[config.mk]
export PLATFORM = sky130hd
export DESIGN_NAME = tile_fb_arbiter_flat
export DESIGN_NICKNAME = d
export VERILOG_FILES = /design/src/rtl/vga_pkg.sv /design/src/rtl/tile_fb_arbiter_if.sv /design/src/rtl/tile_wr_fifo.sv /design/src/rtl/tile_fb_arbiter.sv /design/src/flat_wrapper.sv
export SDC_FILE = /design/constraint.sdc
export NUM_CORES = 1
export LEC_CHECK = 0
export BUFFER_PORTS_ARGS = -buffer_cell sky130_fd_sc_hd__buf_2
export CELL_PAD_IN_SITES_DETAIL_PLACEMENT = 0
export CELL_PAD_IN_SITES_GLOBAL_PLACEMENT = 1
export CORE_MARGIN = 10
export CORE_UTILIZATION = 49
export CTS_CLUSTER_SIZE = 40
export DETAILED_ROUTE_END_ITERATION = 8
export PLACE_DENSITY_LB_ADDON = 0.1
export REMOVE_ABC_BUFFERS = 1
export SYNTH_ARGS = -nofsm -noshare
export SYNTH_HDL_FRONTEND = slang
export SYNTH_SLANG_ARGS = --single-unit
export TNS_END_PERCENT = 10
[constraint.sdc]
create_clock -name clk -period 4.6 [get_ports clk]
set_clock_uncertainty 0.1 [all_clocks]
set_input_delay 0.46 -clock clk [delete_from_list [all_inputs] [get_ports clk]]
set_output_delay 0.46 -clock clk [all_outputs]
set_load 0.01 [all_outputs]
[src/rtl/vga_pkg.sv]
// Shared constants and types for the tile frame-buffer arbiter.
// Covers the VGA visible area, the tile grid geometry, the colour type and
// palette constants, the arbiter state enum and the writer request record.
package vga_pkg;

  localparam logic [9:0] HPIXELS = 10'd640;
  localparam logic [9:0] VPIXELS = 10'd480;

  localparam int TILE_PX = 20;
  localparam int TILES_X = 32;
  localparam int TILES_Y = 24;

  localparam logic [9:0] NUM_TILES = 10'd768;
  localparam logic [9:0] LAST_TILE = NUM_TILES - 10'd1;

  typedef logic [7:0] colour_t;

  localparam colour_t BLK = 8'h00;
  localparam colour_t WHT = 8'hFF;
  localparam colour_t RED = 8'hE0;
  localparam colour_t BLU = 8'h03;

  typedef enum logic [0:0] {
    IDLE  = 1'b0,
    CLEAR = 1'b1
  } arb_state_t;

  // One queued writer update: tile index plus colour.
  typedef struct packed {
    logic [9:0] addr;
    colour_t    data;
  } wr_req_t;

endpackage

[src/rtl/tile_fb_arbiter_if.sv]
// Writer-side handshake bundle of the tile frame-buffer arbiter.
//   wr_valid : request valid (writer -> arbiter)
//   wr_ready : arbiter can accept a request (arbiter -> writer)
//   wr_addr  : tile index
//   wr_data  : RRRGGGBB colour
// master = game-logic writer, slave = arbiter.
interface tile_fb_arbiter_if;
  import vga_pkg::*;

  logic       wr_valid;
  logic       wr_ready;
  logic [9:0] wr_addr;
  colour_t    wr_data;

  modport master (output wr_valid, output wr_addr, output wr_data, input wr_ready);
  modport slave  (input wr_valid, input wr_addr, input wr_data, output wr_ready);

endinterface

[src/rtl/tile_wr_fifo.sv]
// Synchronous FIFO holding pending writer requests.
//   clk, rst_n : clock, asynchronous active-low reset (pointers only)
//   push       : enqueue push_data; ignored while full
//   push_data  : request to enqueue
//   pop        : dequeue the head; ignored while empty
//   head       : oldest request (valid when !empty)
//   full/empty : occupancy flags, from registered pointers only
module tile_wr_fifo
  import vga_pkg::*;
#(
  parameter int DEPTH = 4
) (
  input  logic    clk,
  input  logic    rst_n,
  input  logic    push,
  input  wr_req_t push_data,
  input  logic    pop,
  output wr_req_t head,
  output logic    full,
  output logic    empty
);

  localparam int AW = $clog2(DEPTH);
  localparam logic [AW:0] PTR_ONE = {{AW{1'b0}}, 1'b1};

  // Pointers carry one extra wrap bit to tell full from empty.
  logic [AW:0] wptr;
  logic [AW:0] rptr;
  wr_req_t     mem [DEPTH];

  logic do_push;
  logic do_pop;

  assign full    = (wptr[AW] != rptr[AW]) && (wptr[AW-1:0] == rptr[AW-1:0]);
  assign empty   = (wptr == rptr);
  // full is the pre-pop value, so a push while full is refused even if a pop
  // happens in the same cycle.
  assign do_push = push && !full;
  assign do_pop  = pop && !empty;
  assign head    = mem[rptr[AW-1:0]];

  // Pointer registers.
  always_ff @(posedge clk or negedge rst_n) begin
    if (!rst_n) begin
      wptr <= {(AW+1){1'b0}};
      rptr <= {(AW+1){1'b0}};
    end else begin
      if (do_push) begin
        wptr <= wptr + PTR_ONE;
      end
      if (do_pop) begin
        rptr <= rptr + PTR_ONE;
      end
    end
  end

  // Storage array; contents are don't-care while empty, so no reset.
  always_ff @(posedge clk) begin
    if (do_push) begin
      mem[wptr[AW-1:0]] <= push_data;
    end
  end

endmodule

[src/rtl/tile_fb_arbiter.sv]
// Arbiter owning the single-port 768x8 tile RAM behind 640x480 VGA scan-out.
// Display reads win every active cycle; during blanking at most one write is
// issued, a running clear sweep first, otherwise the head of the writer FIFO.
//   clk, rst_n     : pixel clock, asynchronous active-low reset
//   hc, vc         : scan counters (visible while hc<640 && vc<480)
//   wr             : writer handshake (slave side)
//   clr_req        : one-cycle pulse starting a full-screen clear
//   clr_color      : fill colour, sampled with clr_req
//   clr_busy       : clear sweep in progress
//   wr_err         : sticky, an out-of-range request was dropped
//   ram_addr/we/wdata : RAM port, combinational from state and hc/vc
//   ram_rdata      : RAM read data, one cycle after the address
//   px_color       : registered pixel colour, two cycles after hc/vc
module tile_fb_arbiter
  import vga_pkg::*;
#(
  parameter int FIFO_DEPTH = 4,
  parameter int TILE_PX    = vga_pkg::TILE_PX,
  parameter int TILES_X    = vga_pkg::TILES_X
) (
  input  logic              clk,
  input  logic              rst_n,
  input  logic [9:0]        hc,
  input  logic [9:0]        vc,
  tile_fb_arbiter_if.slave  wr,
  input  logic              clr_req,
  input  colour_t           clr_color,
  output logic              clr_busy,
  output logic              wr_err,
  output logic [9:0]        ram_addr,
  output logic              ram_we,
  output colour_t           ram_wdata,
  input  colour_t           ram_rdata,
  output colour_t           px_color
);

  arb_state_t state;
  arb_state_t next_state;

  logic       active;
  logic       active_d1;
  logic [9:0] disp_addr;
  logic [9:0] clr_cnt;
  colour_t    clr_fill;

  logic       clr_start;
  logic       clr_step;
  logic       err_drop;

  logic       fifo_pop;
  logic       fifo_full;
  logic       fifo_empty;
  wr_req_t    fifo_head;
  wr_req_t    fifo_in;

  assign active    = (hc < HPIXELS) && (vc < VPIXELS);
  assign disp_addr = 10'((vc / 10'(TILE_PX)) * 10'(TILES_X) + hc / 10'(TILE_PX));
  assign clr_busy  = (state == CLEAR);

  assign fifo_in.addr = wr.wr_addr;
  assign fifo_in.data = wr.wr_data;
  assign wr.wr_ready  = !fifo_full;

  tile_wr_fifo #(
    .DEPTH (FIFO_DEPTH)
  ) u_fifo (
    .clk       (clk),
    .rst_n     (rst_n),
    .push      (wr.wr_valid),
    .push_data (fifo_in),
    .pop       (fifo_pop),
    .head      (fifo_head),
    .full      (fifo_full),
    .empty     (fifo_empty)
  );

  // Arbiter state register.
  always_ff @(posedge clk or negedge rst_n) begin
    if (!rst_n) begin
      state <= IDLE;
    end else begin
      state <= next_state;
    end
  end

  // RAM port mux and next-state logic: display, then clear, then FIFO head.
  always_comb begin
    next_state = state;
    ram_addr   = 10'd0;
    ram_we     = 1'b0;
    ram_wdata  = BLK;
    fifo_pop   = 1'b0;
    clr_start  = 1'b0;
    clr_step   = 1'b0;
    err_drop   = 1'b0;

    if (active) begin
      ram_addr = disp_addr;
    end else if (state == CLEAR) begin
      ram_addr  = clr_cnt;
      ram_we    = 1'b1;
      ram_wdata = clr_fill;
      clr_step  = 1'b1;
    end else if (!fifo_empty) begin
      // Out-of-range heads still consume their slot so the queue keeps moving.
      fifo_pop = 1'b1;
      if (fifo_head.addr < NUM_TILES) begin
        ram_addr  = fifo_head.addr;
        ram_we    = 1'b1;
        ram_wdata = fifo_head.data;
      end else begin
        err_drop = 1'b1;
      end
    end else begin
      ram_addr = 10'd0;
    end

    case (state)
      IDLE: begin
        if (clr_req) begin
          next_state = CLEAR;
          clr_start  = 1'b1;
        end else begin
          next_state = IDLE;
        end
      end
      CLEAR: begin
        // A second clr_req here is deliberately ignored.
        if (clr_step && (clr_cnt == LAST_TILE)) begin
          next_state = IDLE;
        end else begin
          next_state = CLEAR;
        end
      end
      default: begin
        next_state = IDLE;
      end
    endcase
  end

  // Clear sweep counter and latched fill colour.
  always_ff @(posedge clk or negedge rst_n) begin
    if (!rst_n) begin
      clr_cnt  <= 10'd0;
      clr_fill <= BLK;
    end else if (clr_start) begin
      clr_cnt  <= 10'd0;
      clr_fill <= clr_color;
    end else if (clr_step) begin
      clr_cnt <= clr_cnt + 10'd1;
    end
  end

  // Sticky drop flag for out-of-range writer requests.
  always_ff @(posedge clk or negedge rst_n) begin
    if (!rst_n) begin
      wr_err <= 1'b0;
    end else if (err_drop) begin
      wr_err <= 1'b1;
    end
  end

  // Pixel pipeline: active flag follows the RAM's one-cycle read latency.
  always_ff @(posedge clk or negedge rst_n) begin
    if (!rst_n) begin
      active_d1 <= 1'b0;
      px_color  <= BLK;
    end else begin
      active_d1 <= active;
      px_color  <= active_d1 ? ram_rdata : BLK;
    end
  end

endmodule

[src/flat_wrapper.sv]
// flat-port wrapper written by rule: the top's interface ports become plain ports
module tile_fb_arbiter_flat import vga_pkg::*;
#(
  parameter int FIFO_DEPTH = 4,
  parameter int TILE_PX    = vga_pkg::TILE_PX,
  parameter int TILES_X    = vga_pkg::TILES_X
)
  (clk, rst_n, hc, vc, clr_req, clr_color, clr_busy, wr_err, ram_addr, ram_we, ram_wdata, ram_rdata, px_color, wr_wr_valid, wr_wr_addr, wr_wr_data, wr_wr_ready);
  tile_fb_arbiter_if wr_i ();
  input  logic clk;
  input  logic rst_n;
  input  logic [9:0] hc;
  input  logic [9:0] vc;
  input  logic clr_req;
  input  colour_t clr_color;
  output logic clr_busy;
  output logic wr_err;
  output logic [9:0] ram_addr;
  output logic ram_we;
  output colour_t ram_wdata;
  input  colour_t ram_rdata;
  output colour_t px_color;
  input wire logic [$bits(wr_i.wr_valid)-1:0] wr_wr_valid;
  input wire logic [$bits(wr_i.wr_addr)-1:0] wr_wr_addr;
  input wire logic [$bits(wr_i.wr_data)-1:0] wr_wr_data;
  output wire logic [$bits(wr_i.wr_ready)-1:0] wr_wr_ready;
  assign wr_i.wr_valid = wr_wr_valid;
  assign wr_i.wr_addr = wr_wr_addr;
  assign wr_i.wr_data = wr_wr_data;
  assign wr_wr_ready = wr_i.wr_ready;
  tile_fb_arbiter #(.FIFO_DEPTH(FIFO_DEPTH), .TILE_PX(TILE_PX), .TILES_X(TILES_X)) u_core (.clk(clk), .rst_n(rst_n), .hc(hc), .vc(vc), .wr(wr_i), .clr_req(clr_req), .clr_color(clr_color), .clr_busy(clr_busy), .wr_err(wr_err), .ram_addr(ram_addr), .ram_we(ram_we), .ram_wdata(ram_wdata), .ram_rdata(ram_rdata), .px_color(px_color));
endmodule
== Yosys cells after proc, flatten, opt, wreduce, memory -nomap -nowiden ==
Memory sizes are Yosys's and may differ from the RTL's.
Cells that the tools add are included.

* Flip-flop bits (word level): 35
* RAM bits: 72
* Input bits: 58
* Output and inout port bits: 30
* Logic and storage cells: 61
* Memories: 1

{| class="wikitable"
|+ Memory list
! name !! depth !! width !! rd ports !! clocked after Yosys merged registers in !! wr ports !! RTL line !! text
|-
| u_core.u_fifo.mem || 4 || 18 || 1 || 0 || 1 || tile_wr_fifo.sv:29 || <nowiki>wr_req_t mem [DEPTH];</nowiki>
|}

* Add/subtract/negate cells: 4
* Divide/modulo/power cells: 2
* Magnitude comparators: 3
* Equality and inequality tests: 4
* Multiplexer cells: 30
* Bitwise operators: 1
* Reductions and logical operators: 8

{| class="wikitable"
|+ Operator list
! cell !! number
|-
| $mux W10 || 6
|-
| $mux W8 || 5
|-
| $div A10 B5 Y10 const B || 2
|-
| $lt A10 B10 Y1 const B || 2
|-
| $mux W1 || 18
|-
| $add A10 B1 Y10 const B || 1
|-
| $add A10 B10 Y10 || 1
|-
| $eq A10 B10 Y1 const B || 1
|-
| $lt A10 B9 Y1 const B || 1
|-
| $add A3 B1 Y3 const B || 2
|-
| $logic_and A1 B1 Y1 || 5
|-
| $eq A3 B3 Y1 || 1
|-
| $eq A2 B2 Y1 || 1
|-
| $logic_not A1 Y1 || 2
|-
| $pmux W1 S2 || 1
|-
| $reduce_bool A2 Y1 || 1
|-
| $ne A1 B1 Y1 || 1
|-
| $not A1 Y1 || 1
|}

== Depth between registers and ports, before layout ==
* Depth after elaboration: 6
* Gate-level depth with buffers: 15
* Depth with buffers taken out: 13

== Modules after synthesis ==
From an unflattened synthesis, not the netlist that was laid out.

* Cell total of the unflattened synthesis: 465
* Area total of the unflattened synthesis: 5576.6 µm²

{| class="wikitable"
|+ Modules (own cells, without submodules)
! module !! times used !! cells each !! area an instance (µm²) !! seq. area each (µm²)
|-
| tile_wr_fifo || 1 || 145 || 3086.7 || 2312.2
|-
| tile_fb_arbiter || 1 || 320 || 2489.9 || 725.7
|}

== Worst setup path before layout ==
No wires, ideal clock.

* Kind: input to output
* From: in vc[6]
* To: out ram_addr[7]
* Arrival: 2794 ps
* Required time: 4040 ps
* Path slack: 1246 ps
* Cell stages on the path: 11
* Buffers on the path: 1
* Cell sequence: buf_6 > nor2b_4 > o21a_1 > or2_4 > o311ai_4 > mux2i_1 > a32oi_1 > ha_1 > ha_1 > xor2_1 > a221o_1

* Word-level cells in the longest chain between the ends: 3
* Elaborated cells between the ends (all ways): 5
* Classes of those cells: 1 x add/sub; 1 x div; 1 x order compare; 1 x mux; 1 x reduce/logical

{| class="wikitable"
|+ Ends and longest elaborated chain
! item !! RTL line !! text
|-
| start, declared || flat_wrapper.sv:13 || <nowiki>input logic [9:0] vc;</nowiki>
|-
| $div A10 B5 Y10 or $lt A10 B9 Y1 (tied branches) || tile_fb_arbiter.sv:57, tile_fb_arbiter.sv:56 ||
|-
| $add A10 B10 Y10 or $logic_and A1 B1 Y1 (tied branches) || tile_fb_arbiter.sv:57, tile_fb_arbiter.sv:56 ||
|-
| $mux W10 (*) || tile_fb_arbiter.sv:97 || <nowiki>if (active) begin</nowiki>
|-
| end, declared || flat_wrapper.sv:18 || <nowiki>output logic [9:0] ram_addr;</nowiki>
|}

Every way passes the cells marked *; elsewhere a longest branch is shown, timed or not.

== Worst setup path after layout ==
* From: in vc[7]
* To: out ram_addr[7]

The elaborated chain is that of the path after synthesis.

==> key figures <==
Timing
  – Worst setup margin: 0.735 ns
  – Max Clk Rate: 259 MHz
  – Total Neg Setup Slack: 0 ns
  – Final Max Tran Viols: 0
  – Final min period: 3.86 ns
  – Final period util: 84.0%
  – Endpoints failing setup: 0
  – Worst slew pin tran: 1.04 ns
  – Final hold vios: 0
  – Max_slew headroom: 30.8%
  – RSZ-0062 raised after global routing: false

Setup path
  – Worst R2R End: u_core.u_fifo.mem[0][9]
  – Crit path DAT: 3.30 ns
  – CP Capture Type: primary output
  – Crit Path Max Fanout: 11
  – Worst setup path class: in -> out
  – Worst r2r src: u_core.u_fifo.rptr[0]
  – Worst r2r path cells: 3
  – CP startpoint kind: primary input
  – Req. time, crit path: 4.04 ns
  – Worst R2R Setup Slack: 2.11 ns

Synth
  – Flops & latches, synth: 107
  – Netlist cell types: 76
  – Sequential-to-total area share from yosys stat: 50.0%
  – Syn_area_per_cell: 10.8 µm²
  – Synth top area cells: edfxtp_1 36%, dfrtp_1 14%, mux4_2 6.7%
  – EDFF count, synth: 72
  – Synth top area share: 35.6%
  – Mapped Cells: 562
  – FFs w/ async S/R, synth: 32.7%
  – Predominant post-synthesis flop cell: edfxtp_1
  – Warnings, synthesis: 0
  – Area leader, netlist: edfxtp_1
  – Mapped cell area: 6070 µm²

Route
  – Vias per inst: 5.96
  – Drt pass-1 iters: 5
  – DR WL/cell: 19.2 µm
  – ANT nets after route: 0
  – DRC: 0
  – Drt total wl: 15300 µm
  – Iter 0 DRT Violations: 517
  – Vias: 4736

Clock tree
  – CTS tree: built
  – H-tree levels: 3
  – Post-cts repair resize count: 0
  – CTS Hold Bufs: 0
  – CTS sink cnt: 107
  – Total CTS buffers: 9
  – Post-CTS Setup Inserts: 0
  – Worst skew pair latency: 0.34 ns
  – Clock buffer depth: 2
  – Clock Tree Root: clkbuf_16
  – Clk slew on worst S/H paths: 0.07 ns

Final layout
  – Layout cells sized above 1: 22.6%
  – Layout Nets: 688
  – Area Growth Syn to Fin: 12.2%
  – Ant diodes: 0
  – Layout fillers: 1056
  – Fin cells: 795
  – Flip-flop and latch area: 3040 µm²
  – Area taken by multi-input logic gates: 2750 µm²

Power and ir drop
  – Clock power frac: 22.2%
  – Sw Share: 33.5%
  – Seq pwr share: 44.6%
  – Net Sw Power: 1.04 mW
  – Peak supply drop: 0.000343 V
  – Logic pwr share: 33.3%
  – PD cells: 457 nW/µm²
  – Pleak: 2.73 nW
  – Internal Pwr Total: 2.07 mW

Floorplan
  – # rows: 40
  – Top-Level Pins: 88
  – Initial Util: 50.4%
  – Total Die Area: 17200 µm²
  – Die Y: 131 µm
  – Die Wd: 131 µm
  – Core footprint: 12100 µm²

Place
  – Post-DP HPWL: 10700 µm
  – Pre-CTS setup slack: 0.739 ns
  – Final Wtd Congestion: 0.866
  – Port buffer count: 85
  – DP Cell Count: 779

Hold path
  – Hold crit path type: in -> async

Global route
  – First-pass GRT wire length: 24500 µm
  – Largest net degree at the start of global routing: 36
  – GRT Total Usage: 17.2%
  – Vias in the first global route: 4686
  – Initial antenna violation count: 0
  – GR Overflow Total: 0

Job
  – Max cap viols: 0

Status
  – Status: finished, final reports clean
==> metrics by stage <==
| stage | util, % | power [mW] | instance area, µm² | hold WS [ns] |
|---|---|---|---|---|
| 3_3_place_gp | 54.3 | 2.42 | 6550 | 0.359 |
| 5_1_grt | 56.5 | 3.31 | 6820 | 0.179 |
| 6_report | 56.5 | 3.12 | 6820 | 0.120 |
| 3_5_place_dp | 54.3 | 2.45 | 6550 | 0.368 |
| 2_1_floorplan | - | 2.06 | 5860 | 0.0644 |
| 4_1_cts | 56.5 | 3.15 | 6820 | 0.132 |
==> synth_stat cells (12+ instances only) <==
cell,instances
nand2_1,81
nor2_1,29
inv_1,17
buf_2,19
a21oi_1,28
and3_1,12
dfrtp_1,35
mux4_2,18
clkbuf_1,18
o21ai_0,39
nand3_1,12
edfxtp_1,72
==> layout make-up <==
class                   count  area share [%]
well taps                 168            3.08
repair buffers             93            7.12
clock inverters             5           0.441
inverters                  19            1.05
clock buffers              11            3.41
multi-input cells         392            40.3
flip-flops and latches    107            44.6
==> metal layers <==
layer / up-vias / wire length, µm / global-route usage, %
met4: 0 / 196 / 5.32
met2: 146 / 7870 / 29.6
met5: - / 0 / 0
met3: 17 / 625 / 3.05
li1: 2236 / - / -
met1: 2337 / 6570 / 21.5
==> power groups by stage <==
stage	sequential (mW)	combinational (mW)	clock [mW]
2_1_floorplan	1.41	0.648	0
3_3_place_gp	1.39	1.02	0
3_5_place_dp	1.41	1.05	0
4_1_cts	1.39	1.05	0.705
5_1_grt	1.41	1.15	0.744
6_report	1.39	1.04	0.690
==> worst max-delay path, cell delays in order <==
cell	delay (ns)
buf_2	0.16
and2b_4	0.23
a22oi_2	0.50
maj3_1	0.28
nand2_1	0.08
o311ai_4	0.12
mux2i_1	0.24
a32oi_1	0.13
ha_1	0.24
ha_1	0.21
xor2_1	0.18
a221o_1	0.32
buf_2	0.14
==> registers in the layout (all words and copies together), names as in the netlist <==
name / flops
u_core.u_fifo.rptr: 3
u_core.active_d1: 1
u_core.clr_cnt: 10
u_core.wr_err: 1
u_core.px_color: 8
u_core.u_fifo.mem: 72
u_core.clr_fill: 8
u_core.u_fifo.wptr: 3
u_core.clr_busy: 1
==> cell usage in the layout (no fill, tap or decap), drive strengths merged, types with 7 or more instances in the layout <==
master  count
buf        93
mux4       18
xor2        9
nand2b      8
nand2      81
clkbuf     11
a211oi      7
o21ai      41
inv        18
a31oi       7
a21oi      28
nand3      12
o22ai      10
and2       10
edfxtp     72
ha          8
nor2       29
and3       12
a32o       10
xnor2       7
dfrtp      35
==> worst max-delay path by stage <==
stage,startpoint,endpoint,slack [ns]
after floorplan,vc[7],ram_addr[7],1.30
after global placement,vc[7],ram_addr[7],0.82
after detailed placement,vc[7],ram_addr[7],0.74
after CTS,vc[7],ram_addr[7],0.74
after global routing,vc[9],ram_addr[7],0.53
final,vc[7],ram_addr[7],0.74
==> cells by family (layout without fill, tap and decap cells) <==
kind of cell	count (synthesis)	after routing	synth area share, %
mux	26	26	8.06
flops	107	107	50.0
buf+inv	63	128	4.72
fa+ha+maj	11	11	2.14
compound gates	152	152	17.6
xor+xnor	16	16	2.31
simple gates	187	187	15.2
Note: power is estimated with default switching activity, not from simulation.
